File: src/rtl/instr_stream_decoder.sv
// Streaming draw-instruction decoder: assembles LSB-first words into one instruction,
// decodes shape/vertex/colour/misc/opcode fields into a valid/ready output register.
module instr_stream_decoder #(
  parameter int width     = 4,
  parameter int height    = 3,
  parameter int num_pts   = 3,
  parameter int misc_amt  = 9,
  parameter int op_size   = 1,
  parameter int word_size = 8,
  localparam int R_OFF    = 1 + num_pts * (width + height),
  localparam int MISC_OFF = R_OFF + 24,
  localparam int OP_OFF   = MISC_OFF + misc_amt,
  localparam int L        = OP_OFF + op_size,
  localparam int W        = (L + word_size - 1) / word_size,
  localparam int CW       = (W > 1) ? $clog2(W) : 1,
  localparam int AW       = W * word_size,
  localparam int XW       = num_pts * width,
  localparam int YW       = num_pts * height
) (
  input  logic                 clk,
  input  logic                 reset_n,
  input  logic                 flush,
  input  logic [word_size-1:0] word_in,
  input  logic                 word_valid,
  output logic                 word_ready,
  output logic                 out_valid,
  input  logic                 out_ready,
  output logic                 shape,
  output logic [XW-1:0]        xs,
  output logic [YW-1:0]        ys,
  output logic [7:0]           r,
  output logic [7:0]           g,
  output logic [7:0]           b,
  output logic [misc_amt-1:0]  misc,
  output logic [op_size-1:0]   op_code,
  output logic [CW-1:0]        words_pending
);

  typedef enum logic [0:0] {
    ST_COLLECT = 1'b0,
    ST_FULL    = 1'b1
  } state_e;

  state_e              state_q, state_d;
  logic [CW-1:0]       cnt_q, cnt_d;
  logic [AW-1:0]       asm_q, asm_d;
  logic [AW-1:0]       asm_full_s, src_s;
  logic                out_valid_q, out_valid_d;
  logic                word_ready_s, accept_s, last_s, pop_s, stage_free_s, load_s;

  logic                shape_q;
  logic [XW-1:0]       xs_q;
  logic [YW-1:0]       ys_q;
  logic [7:0]          r_q, g_q, b_q;
  logic [misc_amt-1:0] misc_q;
  logic [op_size-1:0]  op_q;

  logic                dec_shape_s;
  logic [XW-1:0]       dec_xs_s;
  logic [YW-1:0]       dec_ys_s;
  logic [7:0]          dec_r_s, dec_g_s, dec_b_s;
  logic [misc_amt-1:0] dec_misc_s;
  logic [op_size-1:0]  dec_op_s;

  assign word_ready_s = (state_q == ST_COLLECT);
  assign accept_s     = word_valid & word_ready_s;
  assign last_s       = (cnt_q == CW'(W - 1));
  assign pop_s        = out_valid_q & out_ready;
  assign stage_free_s = ~out_valid_q | out_ready;

  // Assembly image with the current word dropped into slot cnt, so a completing
  // word can be decoded in the same cycle it arrives.
  always_comb begin
    asm_full_s = asm_q;
    for (int k = 0; k < W; k++) begin
      if (cnt_q == CW'(k)) begin
        asm_full_s[k*word_size +: word_size] = word_in;
      end else begin
        asm_full_s[k*word_size +: word_size] = asm_q[k*word_size +: word_size];
      end
    end
  end

  // Next-state logic for collection FSM, word counter and output-stage valid.
  always_comb begin
    state_d     = state_q;
    cnt_d       = cnt_q;
    asm_d       = asm_q;
    load_s      = 1'b0;
    out_valid_d = out_valid_q;
    case (state_q)
      ST_COLLECT: begin
        if (accept_s) begin
          asm_d = asm_full_s;
          if (last_s) begin
            cnt_d = {CW{1'b0}};
            if (stage_free_s) begin
              load_s = 1'b1;
            end else begin
              state_d = ST_FULL;
            end
          end else begin
            cnt_d = cnt_q + CW'(1);
          end
        end else begin
          asm_d = asm_q;
        end
      end
      ST_FULL: begin
        if (stage_free_s) begin
          load_s  = 1'b1;
          state_d = ST_COLLECT;
        end else begin
          state_d = ST_FULL;
        end
      end
      default: begin
        state_d = ST_COLLECT;
        cnt_d   = {CW{1'b0}};
      end
    endcase
    // flush outranks every accept and pop; the word offered this cycle is lost
    if (flush) begin
      state_d     = ST_COLLECT;
      cnt_d       = {CW{1'b0}};
      asm_d       = asm_q;
      load_s      = 1'b0;
      out_valid_d = 1'b0;
    end else if (load_s) begin
      out_valid_d = 1'b1;
    end else if (pop_s) begin
      out_valid_d = 1'b0;
    end else begin
      out_valid_d = out_valid_q;
    end
  end

  assign src_s = (state_q == ST_FULL) ? asm_q : asm_full_s;

  // Field extraction from the completed instruction image.
  always_comb begin
    dec_shape_s = src_s[0];
    dec_xs_s    = {XW{1'b0}};
    dec_ys_s    = {YW{1'b0}};
    for (int i = 0; i < num_pts; i++) begin
      dec_xs_s[i*width +: width]   = src_s[1 + i*(width+height) +: width];
      dec_ys_s[i*height +: height] = src_s[1 + i*(width+height) + width +: height];
    end
    dec_r_s    = src_s[R_OFF +: 8];
    dec_g_s    = src_s[R_OFF + 8 +: 8];
    dec_b_s    = src_s[R_OFF + 16 +: 8];
    dec_misc_s = src_s[MISC_OFF +: misc_amt];
    dec_op_s   = src_s[OP_OFF +: op_size];
  end

  generate
    if (AW > L) begin : g_pad
      logic pad_unused_s;
      assign pad_unused_s = ^src_s[AW-1:L];
    end
  endgenerate

  // Control state, counter, assembly buffer and output valid.
  always_ff @(posedge clk or negedge reset_n) begin
    if (!reset_n) begin
      state_q     <= ST_COLLECT;
      cnt_q       <= {CW{1'b0}};
      asm_q       <= {AW{1'b0}};
      out_valid_q <= 1'b0;
    end else begin
      state_q     <= state_d;
      cnt_q       <= cnt_d;
      asm_q       <= asm_d;
      out_valid_q <= out_valid_d;
    end
  end

  // Output field register; only written on a load so fields hold under backpressure.
  always_ff @(posedge clk or negedge reset_n) begin
    if (!reset_n) begin
      shape_q <= 1'b0;
      xs_q    <= {XW{1'b0}};
      ys_q    <= {YW{1'b0}};
      r_q     <= 8'h00;
      g_q     <= 8'h00;
      b_q     <= 8'h00;
      misc_q  <= {misc_amt{1'b0}};
      op_q    <= {op_size{1'b0}};
    end else if (load_s) begin
      shape_q <= dec_shape_s;
      xs_q    <= dec_xs_s;
      ys_q    <= dec_ys_s;
      r_q     <= dec_r_s;
      g_q     <= dec_g_s;
      b_q     <= dec_b_s;
      misc_q  <= dec_misc_s;
      op_q    <= dec_op_s;
    end
  end

  assign word_ready    = word_ready_s;
  assign out_valid     = out_valid_q;
  assign shape         = shape_q;
  assign xs            = xs_q;
  assign ys            = ys_q;
  assign r             = r_q;
  assign g             = g_q;
  assign b             = b_q;
  assign misc          = misc_q;
  assign op_code       = op_q;
  assign words_pending = cnt_q;

endmodule

File: config.mk
export PLATFORM = sky130hd
export DESIGN_NAME = instr_stream_decoder
export DESIGN_NICKNAME = d
export VERILOG_FILES = /design/src/rtl/instr_stream_decoder.sv
export SDC_FILE = /design/constraint.sdc
export NUM_CORES = 1
export LEC_CHECK = 0
export ABC_AREA = 1
export ABC_CLOCK_PERIOD_IN_PS = 2390
export BUFFER_PORTS_ARGS = -buffer_cell sky130_fd_sc_hd__buf_2
export CAP_MARGIN = 20
export CORE_ASPECT_RATIO = 1.5
export CORE_MARGIN = 3
export CORE_UTILIZATION = 55
export DETAILED_ROUTE_END_ITERATION = 8
export PLACE_DENSITY = 0.86
export SKIP_CTS_REPAIR_TIMING = 1
export SLEW_MARGIN = 20
export SYNTH_ARGS = -nofsm -noshare
export SYNTH_HDL_FRONTEND = slang
export SYNTH_SLANG_ARGS = --single-unit
export TNS_END_PERCENT = 5
File: constraint.sdc
create_clock -name clk -period 2.39 [get_ports clk]
set_input_delay 0.239 -clock clk [delete_from_list [all_inputs] [get_ports clk]]
set_output_delay 0.239 -clock clk [all_outputs]
set_load 0.02 [all_outputs]
==> summary.txt <==
Worst setup path
  • Setup crit start kind: flip-flop
  • Worst reg2reg path startpoint: words_pending[1]$_DFFE_PN0P_
  • CP Capture Type: primary output
  • CP top delay family: buffers and inverters
  • RR Endpoint: r[4]$_DFFE_PN0P_
  • Slowest stage cell, crit path: buf_4
  • Crit-path max FO: 38
  • CP Cell Sequence: inv_2 -> buf_4 -> buf_2
  • CP peak stage delay: 0.47 ns
  • Critical path data arrival time: 1.76 ns
  • Reg2reg setup slack: 0.56 ns
  • Worst setup path class: flip-flop to primary output
  • Worst R2R Path Depth: 6
  • Worst path buffer plus inverter count: 3
  • CP Data Required Time: 2.15 ns

Synthesis
  • Post-synth net total: 821
  • Synth area leader: dfrtp_1
  • Synth Area in Adders: 0.212%
  • Simple-gate share of the synthesized area: 34.6%
  • Synth top area share: 49.6%
  • Synthesized area per cell: 7.32 sq um
  • Main combinational cell family by area after synthesis: simple AND/OR/NAND/NOR gates
  • Yosys reg bits: 117
  • Synth Area in XOR/XNOR: 0%
  • Synth Instances: 807
  • Mux contribution to synthesized area: 0%
  • Synth Cell Area: 5910 sq um
  • Synth warn: 0
  • Compound-Gate Fraction of Synth Area: 7.29%
  • Synth unique cells: 20
  • Seq/Total Area, Yosys: 49.6%
  • Top area cells in the synthesized netlist: dfrtp_1, nand2_1, nand3_1

GRT
  • Largest net degree at the start of global routing: 65
  • Vias in the first global route: 5229
  • Overflow after GRT: 0
  • GRT Total Usage: 25.8%
  • Global-route wire length before repair: 24900 um
  • Antenna violations before repair: 0

Min path
  • HP Start: flush
  • HP Class: primary input to flip-flop
  • Cell count of the worst hold path: 2
  • WHS Endpoint: out_valid$_DFFE_PN0P_

Finish
  • Fraction of layout instances using a drive strength above 1: 14.3%
  • Layout area overhead: 18.9%
  • Nets: 883
  • Most common cell after layout, fill and taps aside: nand2_1
  • Layout fillers: 849
  • Area of the multi-input gates: 2490 sq um
  • Most frequent cells in the layout: nand2_1, nand3_1, dfrtp_1
  • Ant diodes: 0
  • Reg area: 2930 sq um

Routing
  • Final wirelength: 15100 um
  • Detail Route Antenna Nets: 0
  • TritonRoute pass-1 iters: 5
  • Residual DRC count: 0
  • Via count: 5633
  • Vias per cell: 5.51
  • Drt initial violations: 443
  • DR WL/cell: 14.8 um

Clock network
  • CTS tree: yes
  • CTS sink count: 117
  • Root buf cell: clkbuf_16
  • Worst-case clock buffer depth: 2
  • Skew-Pair Late Insertion Delay: 0.42 ns
  • H-tree level count: 4
  • Reg clk slew, reported paths: 0.05 ns
  • TritonCTS Buffers: 17

Pwr
  • Leak pwr: 3.78 nW
  • Peak supply drop: 595 uV
  • Overall power: 6.28 mW
  • Pwr per Cell Area: 894 nW/um^2

STA
  • Post-layout min period: 2.00 ns
  • RSZ-0062 raised after global routing: false
  • Max-slew headroom: 54.2%
  • Least-Margin Pin Slew: 0.686 ns
  • Worst clock skew: 0.00640 ns
  • Hold Violations, Final: 0
  • Fmax: 500 MHz
  • Period utilisation layout: 83.7%
  • TNS Setup: 0 ns
  • Final setup fails: 0
  • Max-slew violations: 0

Die
  • Floorplan core area: 10300 sq um
  • Row count: 45
  • Die area: 12000 sq um
  • Chip width: 90.6 um
  • Initial Util: 57.3%
  • Die Height: 133 um
  • IO Count: 74

Run status
  • Status: completed

Placed design
  • Port bufs: 73
  • GP Congestion: 0.849
  • Hpwl dp: 9450 um

Flow run
  • Max Cap Viol: 0
==> flip-flops by register name, summed over array words and instances, names as in the netlist <==
| register | cells |
|---|---|
| state_q | 1 |
| r | 8 |
| op_code | 1 |
| asm_q | 56 |
| misc | 9 |
| ys | 9 |
| words_pending | 3 |
| xs | 12 |
| g | 8 |
| out_valid | 1 |
| shape | 1 |
| b | 8 |
==> routing by layer <==
metal	wire, um	vias to the layer above	global-route usage, %
met3	981	55	5.40
met1	5970	2635	31.8
met4	700	0	15.8
li1	-	2698	-
met2	7490	245	41.5
met5	0	-	0
==> power by group <==
group          internal, mW  switching (mW)
Sequential             2.27           0.155
Combinational         0.365           0.736
Clock                  1.86           0.882
==> synthesized netlist by cell type <==
cell,n
nor2_1,2
buf_6,2
nand3_2,2
o22ai_1,1
o21ai_0,75
buf_1,6
buf_2,22
dfrtp_1,117
inv_2,2
inv_1,70
o21ai_1,8
nand2_1,328
nand3_1,148
o2bb2ai_1,1
nor2_4,1
clkbuf_1,14
ha_1,1
nor2_2,4
nand4_1,1
buf_4,2
==> worst max path at each step <==
| stage | cells after the start | slack (ns) | startpoint | endpoint |
|---|---|---|---|---|
| after floorplan | 9 | 0.33 | words_pending[2]$_DFFE_PN0P_ | r[5]$_DFFE_PN0P_ |
| after global routing | 3 | 0.34 | state_q$_DFF_PN0_ | word_ready |
| after global placement | 6 | 0.71 | words_pending[1]$_DFFE_PN0P_ | r[2]$_DFFE_PN0P_ |
| final | 3 | 0.39 | state_q$_DFF_PN0_ | word_ready |
| after detailed placement | 6 | 0.61 | words_pending[1]$_DFFE_PN0P_ | r[4]$_DFFE_PN0P_ |
| after CTS | 3 | 0.41 | state_q$_DFF_PN0_ | word_ready |
==> cell families after synthesis <==
group                    Yosys count
adder cells (fa/ha/maj)            1
AO/OA/AOI/OAI                     85
flip-flops                       117
buffers and inverters            118
AND/OR/NAND/NOR                  486
==> layout make-up <==
class	count	share of cell area, %
Clock buffer	21	6.41
Inverter	72	3.85
Clock inverter	11	2.57
Timing Repair Buffer	89	7.52
Multi-Input combinational cell	572	35.5
Tap cell	141	2.51
Sequential cell	117	41.7
==> through the flow <==
stage                     setup slack, ns  util, %  cells  hold slack [ns]  area (sq um)
final                               0.389     68.2   1023            0.130          7020
after global routing                0.337     68.2   1023            0.133          7020
after CTS                           0.413     68.1   1022           -0.149          7010
after detailed placement            0.609     61.9    990            0.295          6380
after global placement              0.712     61.9    990            0.298          6380
after floorplan                     0.328        -    807          -0.0566          5910
Power figures use the tool's default switching activity.
